==> src/rtl/synth_pkg.sv <==
// Shared definitions for the synth voice path: sequencer state encoding and
// the envelope/frequency constants used at the default 10-bit width.
package synth_pkg;

    typedef enum logic [2:0] {
        ST_IDLE    = 3'd0,
        ST_ATTACK  = 3'd1,
        ST_HOLD    = 3'd2,
        ST_REST    = 3'd3,
        ST_RELEASE = 3'd4,
        ST_NEXT    = 3'd5
    } seq_state_t;

    localparam int ENV_MAX      = 2**10 - 1;
    localparam int FREQ_DEFAULT = 512;

endpackage

==> src/rtl/tick_gen.sv <==
// Envelope/duration prescaler: one-cycle tick every TICK_DIV clocks while
// enabled, phase restarted by clr. TICK_DIV must be at least 2.
module tick_gen #(
    parameter int  TICK_DIV = 100_000,
    localparam int CW       = $clog2(TICK_DIV)
) (
    input  logic clk,
    input  logic rst_n,
    input  logic clr,
    input  logic en,
    output logic tick
);

    logic [CW-1:0] cnt_r;
    logic          tick_r;

    // Tick is registered one count early so it is high in the cycle before
    // the TICK_DIV-th edge after clear.
    always_ff @(posedge clk or negedge rst_n) begin
        if (!rst_n) begin
            cnt_r  <= '0;
            tick_r <= 1'b0;
        end else if (clr || !en) begin
            cnt_r  <= '0;
            tick_r <= 1'b0;
        end else begin
            tick_r <= (cnt_r == CW'(TICK_DIV - 2));
            cnt_r  <= (cnt_r == CW'(TICK_DIV - 1)) ? '0 : cnt_r + CW'(1);
        end
    end

    assign tick = tick_r;

endmodule

==> src/rtl/note_sequencer.sv <==
// Step-table note player: drives the oscillator frequency word and applies a
// linear attack/release envelope to the oscillator sample.
module note_sequencer
    import synth_pkg::*;
#(
    parameter int  NBITS    = 10,
    parameter int  STEPS    = 16,
    parameter int  DUR_W    = 16,
    parameter int  TICK_DIV = 100_000,
    parameter int  ENV_STEP = 8,
    localparam int AW       = $clog2(STEPS)
) (
    input  logic             clk,
    input  logic             rst_n,
    input  logic             wr_en,
    input  logic [AW-1:0]    wr_addr,
    input  logic [NBITS-1:0] wr_freq,
    input  logic [DUR_W-1:0] wr_dur,
    input  logic [AW-1:0]    last_step,
    input  logic             loop,
    input  logic             start,
    input  logic             stop,
    input  logic [NBITS-1:0] osc_in,
    output logic [NBITS-1:0] freq_mod,
    output logic [NBITS-1:0] sample_out,
    output logic             busy,
    output logic [AW-1:0]    step_idx,
    output logic             done
);

    localparam logic [NBITS-1:0] ENV_TOP   = {NBITS{1'b1}};
    localparam logic [NBITS:0]   ENV_TOP_W = {1'b0, {NBITS{1'b1}}};
    localparam logic [NBITS:0]   STEP_W    = (NBITS+1)'(ENV_STEP);
    localparam logic [NBITS-1:0] STEP_N    = NBITS'(ENV_STEP);

    logic [NBITS-1:0]   freq_tab_r [STEPS];
    logic [DUR_W-1:0]   dur_tab_r  [STEPS];
    seq_state_t         state_r;
    logic [NBITS-1:0]   env_r;
    logic [NBITS-1:0]   freq_mod_r;
    logic [NBITS-1:0]   sample_r;
    logic [DUR_W-1:0]   dur_cnt_r;
    logic               stop_pend_r;
    logic               busy_r;
    logic               done_r;
    logic [AW-1:0]      step_idx_r;

    logic               tick_s;
    logic               clr_s;
    logic [AW-1:0]      nxt_idx_s;
    logic [AW-1:0]      rd_addr_s;
    logic [NBITS-1:0]   ld_freq_s;
    logic [DUR_W-1:0]   ld_dur_s;
    logic               ld_note_s;
    logic [NBITS:0]     env_sum_s;
    logic               env_sat_s;
    logic [NBITS-1:0]   env_up_s;
    logic [NBITS-1:0]   env_dn_s;
    logic               dur_end_s;
    logic [2*NBITS-1:0] prod_s;

    tick_gen #(.TICK_DIV(TICK_DIV)) u_tick_gen (
        .clk   (clk),
        .rst_n (rst_n),
        .clr   (clr_s),
        .en    (busy_r),
        .tick  (tick_s)
    );

    // Next-step address, table read, envelope arithmetic and sample product.
    always_comb begin
        nxt_idx_s = (step_idx_r == last_step) ? '0 : step_idx_r + AW'(1);
        rd_addr_s = (state_r == ST_IDLE) ? '0 : nxt_idx_s;
        ld_freq_s = freq_tab_r[rd_addr_s];
        ld_dur_s  = dur_tab_r[rd_addr_s];
        ld_note_s = (ld_freq_s != '0);
        env_sum_s = {1'b0, env_r} + STEP_W;
        env_sat_s = (env_sum_s >= ENV_TOP_W);
        env_up_s  = env_sat_s ? ENV_TOP : env_sum_s[NBITS-1:0];
        env_dn_s  = (env_r > STEP_N) ? env_r - STEP_N : '0;
        dur_end_s = (dur_cnt_r == '0) || (tick_s && (dur_cnt_r == DUR_W'(1)));
        clr_s     = (state_r == ST_IDLE) && start;
        prod_s    = {{NBITS{1'b0}}, osc_in} * {{NBITS{1'b0}}, env_r};
    end

    // Step table; not reset, and a same-cycle read sees the old entry.
    always_ff @(posedge clk) begin
        if (wr_en) begin
            freq_tab_r[wr_addr] <= wr_freq;
            dur_tab_r[wr_addr]  <= wr_dur;
        end
    end

    // Sequencer FSM with envelope, duration counter and registered outputs.
    always_ff @(posedge clk or negedge rst_n) begin
        if (!rst_n) begin
            state_r     <= ST_IDLE;
            env_r       <= '0;
            dur_cnt_r   <= '0;
            stop_pend_r <= 1'b0;
            freq_mod_r  <= NBITS'(FREQ_DEFAULT);
            busy_r      <= 1'b0;
            step_idx_r  <= '0;
            done_r      <= 1'b0;
        end else begin
            done_r <= 1'b0;
            case (state_r)
                ST_IDLE: begin
                    if (start) begin
                        step_idx_r <= '0;
                        busy_r     <= 1'b1;
                        state_r    <= ld_note_s ? ST_ATTACK : ST_REST;
                        dur_cnt_r  <= ld_dur_s;
                        if (ld_note_s) freq_mod_r <= ld_freq_s;
                    end
                end
                ST_ATTACK, ST_HOLD: begin
                    if (stop) begin
                        stop_pend_r <= 1'b1;
                        state_r     <= ST_RELEASE;
                    end else if (dur_end_s) begin
                        state_r <= ST_RELEASE;
                    end else if (tick_s) begin
                        dur_cnt_r <= dur_cnt_r - DUR_W'(1);
                        if (state_r == ST_ATTACK) begin
                            env_r <= env_up_s;
                            if (env_sat_s) state_r <= ST_HOLD;
                        end
                    end
                end
                ST_REST: begin
                    if (stop) begin
                        state_r <= ST_IDLE;
                        busy_r  <= 1'b0;
                        done_r  <= 1'b1;
                    end else if (dur_end_s) begin
                        state_r <= ST_NEXT;
                    end else if (tick_s) begin
                        dur_cnt_r <= dur_cnt_r - DUR_W'(1);
                    end
                end
                ST_RELEASE: begin
                    if (env_r == '0) begin
                        if (stop_pend_r || stop) begin
                            state_r     <= ST_IDLE;
                            busy_r      <= 1'b0;
                            done_r      <= 1'b1;
                            stop_pend_r <= 1'b0;
                        end else begin
                            state_r <= ST_NEXT;
                        end
                    end else begin
                        if (stop) stop_pend_r <= 1'b1;
                        if (tick_s) env_r <= env_dn_s;
                    end
                end
                ST_NEXT: begin
                    if (!stop && ((step_idx_r != last_step) || loop)) begin
                        step_idx_r <= nxt_idx_s;
                        state_r    <= ld_note_s ? ST_ATTACK : ST_REST;
                        dur_cnt_r  <= ld_dur_s;
                        if (ld_note_s) freq_mod_r <= ld_freq_s;
                    end else begin
                        state_r     <= ST_IDLE;
                        busy_r      <= 1'b0;
                        done_r      <= 1'b1;
                        stop_pend_r <= 1'b0;
                    end
                end
                default: begin
                    state_r     <= ST_IDLE;
                    busy_r      <= 1'b0;
                    stop_pend_r <= 1'b0;
                end
            endcase
        end
    end

    // Envelope-scaled sample: upper half of the full-width product.
    always_ff @(posedge clk or negedge rst_n) begin
        if (!rst_n) begin
            sample_r <= '0;
        end else begin
            sample_r <= prod_s[2*NBITS-1:NBITS];
        end
    end

    assign freq_mod   = freq_mod_r;
    assign sample_out = sample_r;
    assign busy       = busy_r;
    assign step_idx   = step_idx_r;
    assign done       = done_r;

endmodule

==> config.mk <==
export PLATFORM = sky130hd
export DESIGN_NAME = note_sequencer
export DESIGN_NICKNAME = d
export VERILOG_FILES = /design/src/rtl/synth_pkg.sv /design/src/rtl/tick_gen.sv /design/src/rtl/note_sequencer.sv
export SDC_FILE = /design/constraint.sdc
export NUM_CORES = 1
export LEC_CHECK = 0
export CORE_UTILIZATION = 40
export CTS_CLUSTER_SIZE = 10
export DETAILED_ROUTE_END_ITERATION = 16
export GPL_TIMING_DRIVEN = 0
export SLEW_MARGIN = 25
export SYNTH_ARGS = -nofsm -noshare
export SYNTH_HDL_FRONTEND = slang
export SYNTH_HIERARCHICAL = 1
export SYNTH_SLANG_ARGS = --single-unit
==> constraint.sdc <==
create_clock -name clk -period 15.9 [get_ports clk]
set_clock_uncertainty 0.15 [all_clocks]
set_input_delay 3.18 -clock clk [delete_from_list [all_inputs] [get_ports clk]]
set_output_delay 3.18 -clock clk [all_outputs]
set_load 0.05 [all_outputs]
# Yosys cells after proc, flatten, opt, wreduce, memory -nomap -nowiden
# Memories as Yosys holds them, arrays and structs flattened.
# Cells that the tools add are included.
[word_totals] inputBits=50 elab_cells=134 n_memories=2 regBits=74 out_inout_bits=26 ram_bits=416
[mem_list] memory="dur_tab_r" depth=16 word_bits=16 rd=1 rd_ports_with_merged_regs=0 wr=1 line_no="note_sequencer.sv:37" text="logic [DUR_W-1:0] dur_tab_r [STEPS];"
[mem_list] memory="freq_tab_r" depth=16 word_bits=10 rd=1 rd_ports_with_merged_regs=0 wr=1 line_no="note_sequencer.sv:36" text="logic [NBITS-1:0] freq_tab_r [STEPS];"
[op_classes] n_addsub=5 n_reduce_logical=25 bitwise=2 muxes=56 n_eq_ne=30 magnitude_cmp=2 mul=1
[ops] operator="10-bit 2-to-1 mux" n=11
[ops] operator="16-bit 2-to-1 mux" n=5
[ops] operator="16-bit case mux with 3 select lines" n=1
[ops] operator="10-bit case mux with 2 select lines" n=2
[ops] operator="17-bit == test (second input constant)" n=2
[ops] operator="17-bit 2-to-1 mux" n=2
[ops] operator="3-bit 2-to-1 mux" n=10
[ops] operator="2-bit != test (second input constant)" n=12
[ops] operator="10-bit by 10-bit multiplier with 20-bit output" n=1
[ops] operator="6-bit AND reduction" n=3
[ops] operator="17-bit by 1-bit adder with 17-bit output (second input constant)" n=1
[ops] operator="16-bit by 1-bit == test with 1-bit output (second input constant)" n=1
[ops] operator="16-bit zero test" n=1
[ops] operator="4-bit 2-to-1 mux" n=4
[ops] operator="16-bit by 1-bit subtractor with 16-bit output (second input constant)" n=1
[ops] operator="3-bit case mux with 5 select lines" n=1
[ops] operator="1-bit 2-to-1 mux" n=14
[ops] operator="10-bit by 4-bit adder with 11-bit output (second input constant)" n=1
[ops] operator="11-bit by 10-bit greater-or-equal comparator with 1-bit output (second input constant)" n=1
[ops] operator="10-bit by 4-bit > comparator with 1-bit output (second input constant)" n=1
[ops] operator="10-bit zero test" n=1
[ops] operator="10-bit nonzero test" n=1
[ops] operator="10-bit by 4-bit subtractor with 10-bit output (second input constant)" n=1
[ops] operator="4-bit != test (second input constant)" n=2
[ops] operator="25 further kinds" n=41

# Logic depth before layout (Yosys ltp)
[logic_depth] depth_word=8 ltp_mapped=23

# Hierarchy
# The synthesis kept the hierarchy.
[by_module_without_submodules] mod="note_sequencer" seq_area_each_um2=13844.5 cells_per_inst=1742 instances=1 area_each_um2=22172.5
[by_module_without_submodules] mod="tick_gen" seq_area_each_um2=450.4 cells_per_inst=90 instances=1 area_each_um2=940.9

# Worst setup path before layout
# No wires, ideal clock.
[synth_timing] kind="input -> register" start="input port osc_in[7]" end="register sample_r[9] (netlist: sample_out[9])" path_stages=21 setup_ns=0.123 n_path_buf=0 required_ns=15.627 arrival_time_ns=7.772 path_slack_ns=7.855 cell_sequence="nand2_1 fa_1 inv_1 fa_1 inv_1 fa_1 inv_1 fa_1 inv_1 fa_1 inv_1 ha_1 a21oi_1 o211ai_1 a41oi_1 a21oi_1 a41o_1 o21a_1 o21a_1 nor2_1 xnor2_1"
[synth_between] elab_chain_cells=1
[synth_lines] item="from (decl)" line_no="note_sequencer.sv:23" text="input logic [NBITS-1:0] osc_in,"
[synth_lines] item="10-bit by 10-bit multiplier with 20-bit output" line_no="note_sequencer.sv:83" text="prod_s = {{NBITS{1'b0}}, osc_in} * {{NBITS{1'b0}}, env_r};"
[synth_lines] item="via prod_s[19]" line_no="note_sequencer.sv:60" text="logic [2*NBITS-1:0] prod_s;"
[synth_lines] item="to (signal assigned)" line_no="note_sequencer.sv:184" text="sample_r <= prod_s[2*NBITS-1:NBITS];"
[synth_lines] item="to (decl)" line_no="note_sequencer.sv:41" text="logic [NBITS-1:0] sample_r;"
# The timed path passes the listed nets, and every way through them passes these cells.
# A chain may end at the register's enable or synchronous reset.

# Worst setup path in the final report
# Same ends and word-level chain as after synthesis.

==> results.toml <==
[outcome]
status = "complete, no violations"

[logic_synthesis]
synth-edff-count = 416
synth_xor_area_frac = 0.01050
avgSynthCellArea_sq_um = 12.62
synth-simple-area-share = 0.1144
ys_async_sr_fraction = 0.1475
synthDistinctLibCells = 81
yosysWarningCount = 6
synth_nets = 2004
synthCells = 1832
synth_compound_area_frac = 0.1126
ys_seq_area_frac = 0.6185
synth_ff_type = "edfxtp_1"
synth_adder_area_share = 0.08586
ys_ff_latch = 488
synth_area_sq_mm = 0.02311
synth_mux_area_frac = 0.02539
synth_top_family_by_area = "simple AND/OR/NAND/NOR gates"

[global_routing]
overflow = 0
antenna_found_initial = 2
met3_usage = 0.03545
met1_usage = 0.2913
grt_use_met2 = 0.3307
grt_first_pass_wirelength_um = 94280
grt_max_degree = 41
grt_usage = 0.2081
grt_pass1_vias = 15850
grt-busiest-layer = "met2"

[timing]
post-route-min-period_ns = 8.660
setup_violations = 0
setup_ws_ns = 7.240
timing.final.crit_share = 0.5446
finalMaxSlewViolations = 0
slew_headroom = 0.3913
rsz0062_at_grt = "false"
setup_tns_ns = 0
worstMarginPinSlew_ns = 0.9097
fmax_ghz = 0.1155
hold_violations = 0

[placement]
dp_cells = 2696
dp_hpwl_um = 42060
gp_congestion = 0.9006
io_buffers = 75
dp_slack_ns = 6.565

[critical_path]
crit_buf_inv = 6
cp.required_ns = 16.27
slowest_delay_ns = 0.63
cp-start-kind = "input port"
critPathArrivalTime_ns = 9.03
slowest_stage = "clkdlybuf4s50_1"
cp_max_fo = 8
critPathTopFamily = "adder cells"
endpoint_kind = "flop"
worst-setup-path-type = "in2reg"
crit_chain = "clkdlybuf4s50_1 > nand2_1 > fa_1 > inv_1 > fa_1 > inv_1 > fa_1 > inv_1 > fa_1 > inv_1 > fa_1 > inv_1 > ha_1 > a21oi_1 > o211ai_1 > a41oi_1 > a21oi_1 > a41o_1 > o21a_1 > o21a_1 > nor2_1 > xnor2_1"

[power_and_ir_drop]
power.density_mw_per_mm2 = 143.4
ir_drop_v = 0.00009435
p_total_mw = 3.876
power_leakage_nw = 9.844

[layout]
drive_above_1_share = 0.08366
final_cells = 2788
diodes = 0
n_fill_cell = 5007
area_growth_pct = 16.99
final_net_count = 2170

[cts]
clock_latency_ns = 0.60
cts_setup_buffers = 0
cts_tree = "done"
clk_path_buf_depth = 3
cts.clk_slew.worst_paths_ns = 0.06
cts_resized = 0
hold_buffers = 0
clock-sinks = 488
clock-root-buffer = "clkbuf_16"
htree_levels = 2
numCtsBuffers = 56

[job]
maxCapViolations = 0

[detailed_routing]
ant_nets = 0
vias_per_cell = 5.618
drt_first_pass_iters = 5
avgRoutedWirePerCell_um = 21.72
drt-initial-drc-count = 1269
wl_um = 60550
drc = 0
vias = 15660

[die]
die_h_um = 242.4
die_x_um = 242.4
io_pins = 76
core.rowCount = 87
die-area_sq_mm = 0.05875
initial_core_util = 0.4075
core_area_sq_mm = 0.05671

[min_path]
hold_path_class = "reg2reg"
-- metrics by stage --
step           hold WS (ns)    util  cell area (sq um)
2_1_floorplan        0.3108       -              23110
3_3_place_gp         0.3133  0.4375              24810
3_5_place_dp         0.3191  0.4489              25460
4_1_cts              0.3337  0.4768              27040
5_1_grt              0.3528  0.4768              27040
6_report             0.3328  0.4768              27040
-- layer usage --
layer	wire (um)	share of wire
met5	26	0.00043
met4	1638	0.027
met3	4421	0.073
met2	28060	0.46
met1	26400	0.44
-- final cells by class --
| cell class | instances | area [sq um] | share of cell area |
|---|---|---|---|
| clock inverters | 5 | 43.79 | 0.001620 |
| repair buffers | 108 | 1289 | 0.04766 |
| multi-input cells | 1155 | 8170 | 0.3022 |
| inverters | 89 | 334.1 | 0.01235 |
| flip-flops and latches | 488 | 14300 | 0.5287 |
| well taps | 756 | 945.9 | 0.03498 |
| clock buffers | 87 | 1538 | 0.05687 |
| plain buffers | 100 | 424.2 | 0.01569 |
-- cells in the mapped netlist, types with 47 or more instances --
cell type | n | area, sq um
nand2_1 | 239 | 897.1
and2_1 | 50 | 312.8
fa_1 | 61 | 1221
nand3_1 | 69 | 345.3
inv_1 | 88 | 330.3
clkbuf_1 | 71 | 266.5
dfrtp_1 | 71 | 1777
ha_1 | 61 | 763.2
o21ai_0 | 64 | 320.3
edfxtp_1 | 416 | 12490
nor2_1 | 93 | 349.1
a21oi_1 | 103 | 515.5
o221ai_1 | 47 | 411.6
-- path summary, 6_finish.rpt --
kind,startpoint,to,slack (ns),cells past startpoint
worst min-delay path,freq_mod[8],freq_mod[8],0.33,1
worst min register to register,freq_mod[8],freq_mod[8],0.33,1
min in group asynchronous,rst_n,sample_out[2],2.39,1
max in group asynchronous,rst_n,freq_mod[9],12.56,2
worst max register to register,env_r[3],sample_out[9],9.42,23
worst max-delay path,osc_in[7],sample_out[9],7.24,22
-- sequential cells by signal, summed over array words and instances, names as in the netlist --
name	count
freq_tab_r	160
done	1
u_tick_gen/tick	1
env_r	8
step_idx	4
sample_out	10
busy	1
state_r	3
u_tick_gen/cnt_r	17
freq_mod	10
dur_tab_r	256
stop_pend_r	1
dur_cnt_r	16
-- kinds of logic (layout without fill, tap and decap cells) --
| logic type | after synthesis | after routing |
|---|---|---|
| and+or+nand+nor | 562 | 562 |
| adders and majority gates | 122 | 122 |
| xor gates and xnor gates | 26 | 26 |
| buffers and inverters | 189 | 389 |
| muxes | 55 | 55 |
| AOI/OAI and AO/OA | 390 | 390 |
| DFF | 488 | 488 |
-- report_power, final --
part	internal, mW	switching (mW)
combinational	0.391	0.839
sequential	1.46	0.0438
clock	0.656	0.488
-- layout by cell type, fill, tap and decap left out, types with 38 or more instances in the layout --
cell type / instances
a21oi_1: 103
a31oi_1: 39
and2_1: 50
clkbuf_1: 100
clkbuf_16: 56
clkdlybuf4s50_1: 74
dfrtp_1: 71
edfxtp_1: 416
fa_1: 61
ha_1: 61
inv_1: 88
mux2i_1: 38
nand2_1: 239
nand3_1: 69
nor2_1: 81
o21ai_0: 64
o221ai_1: 47
Power figures use the tool's default switching activity.
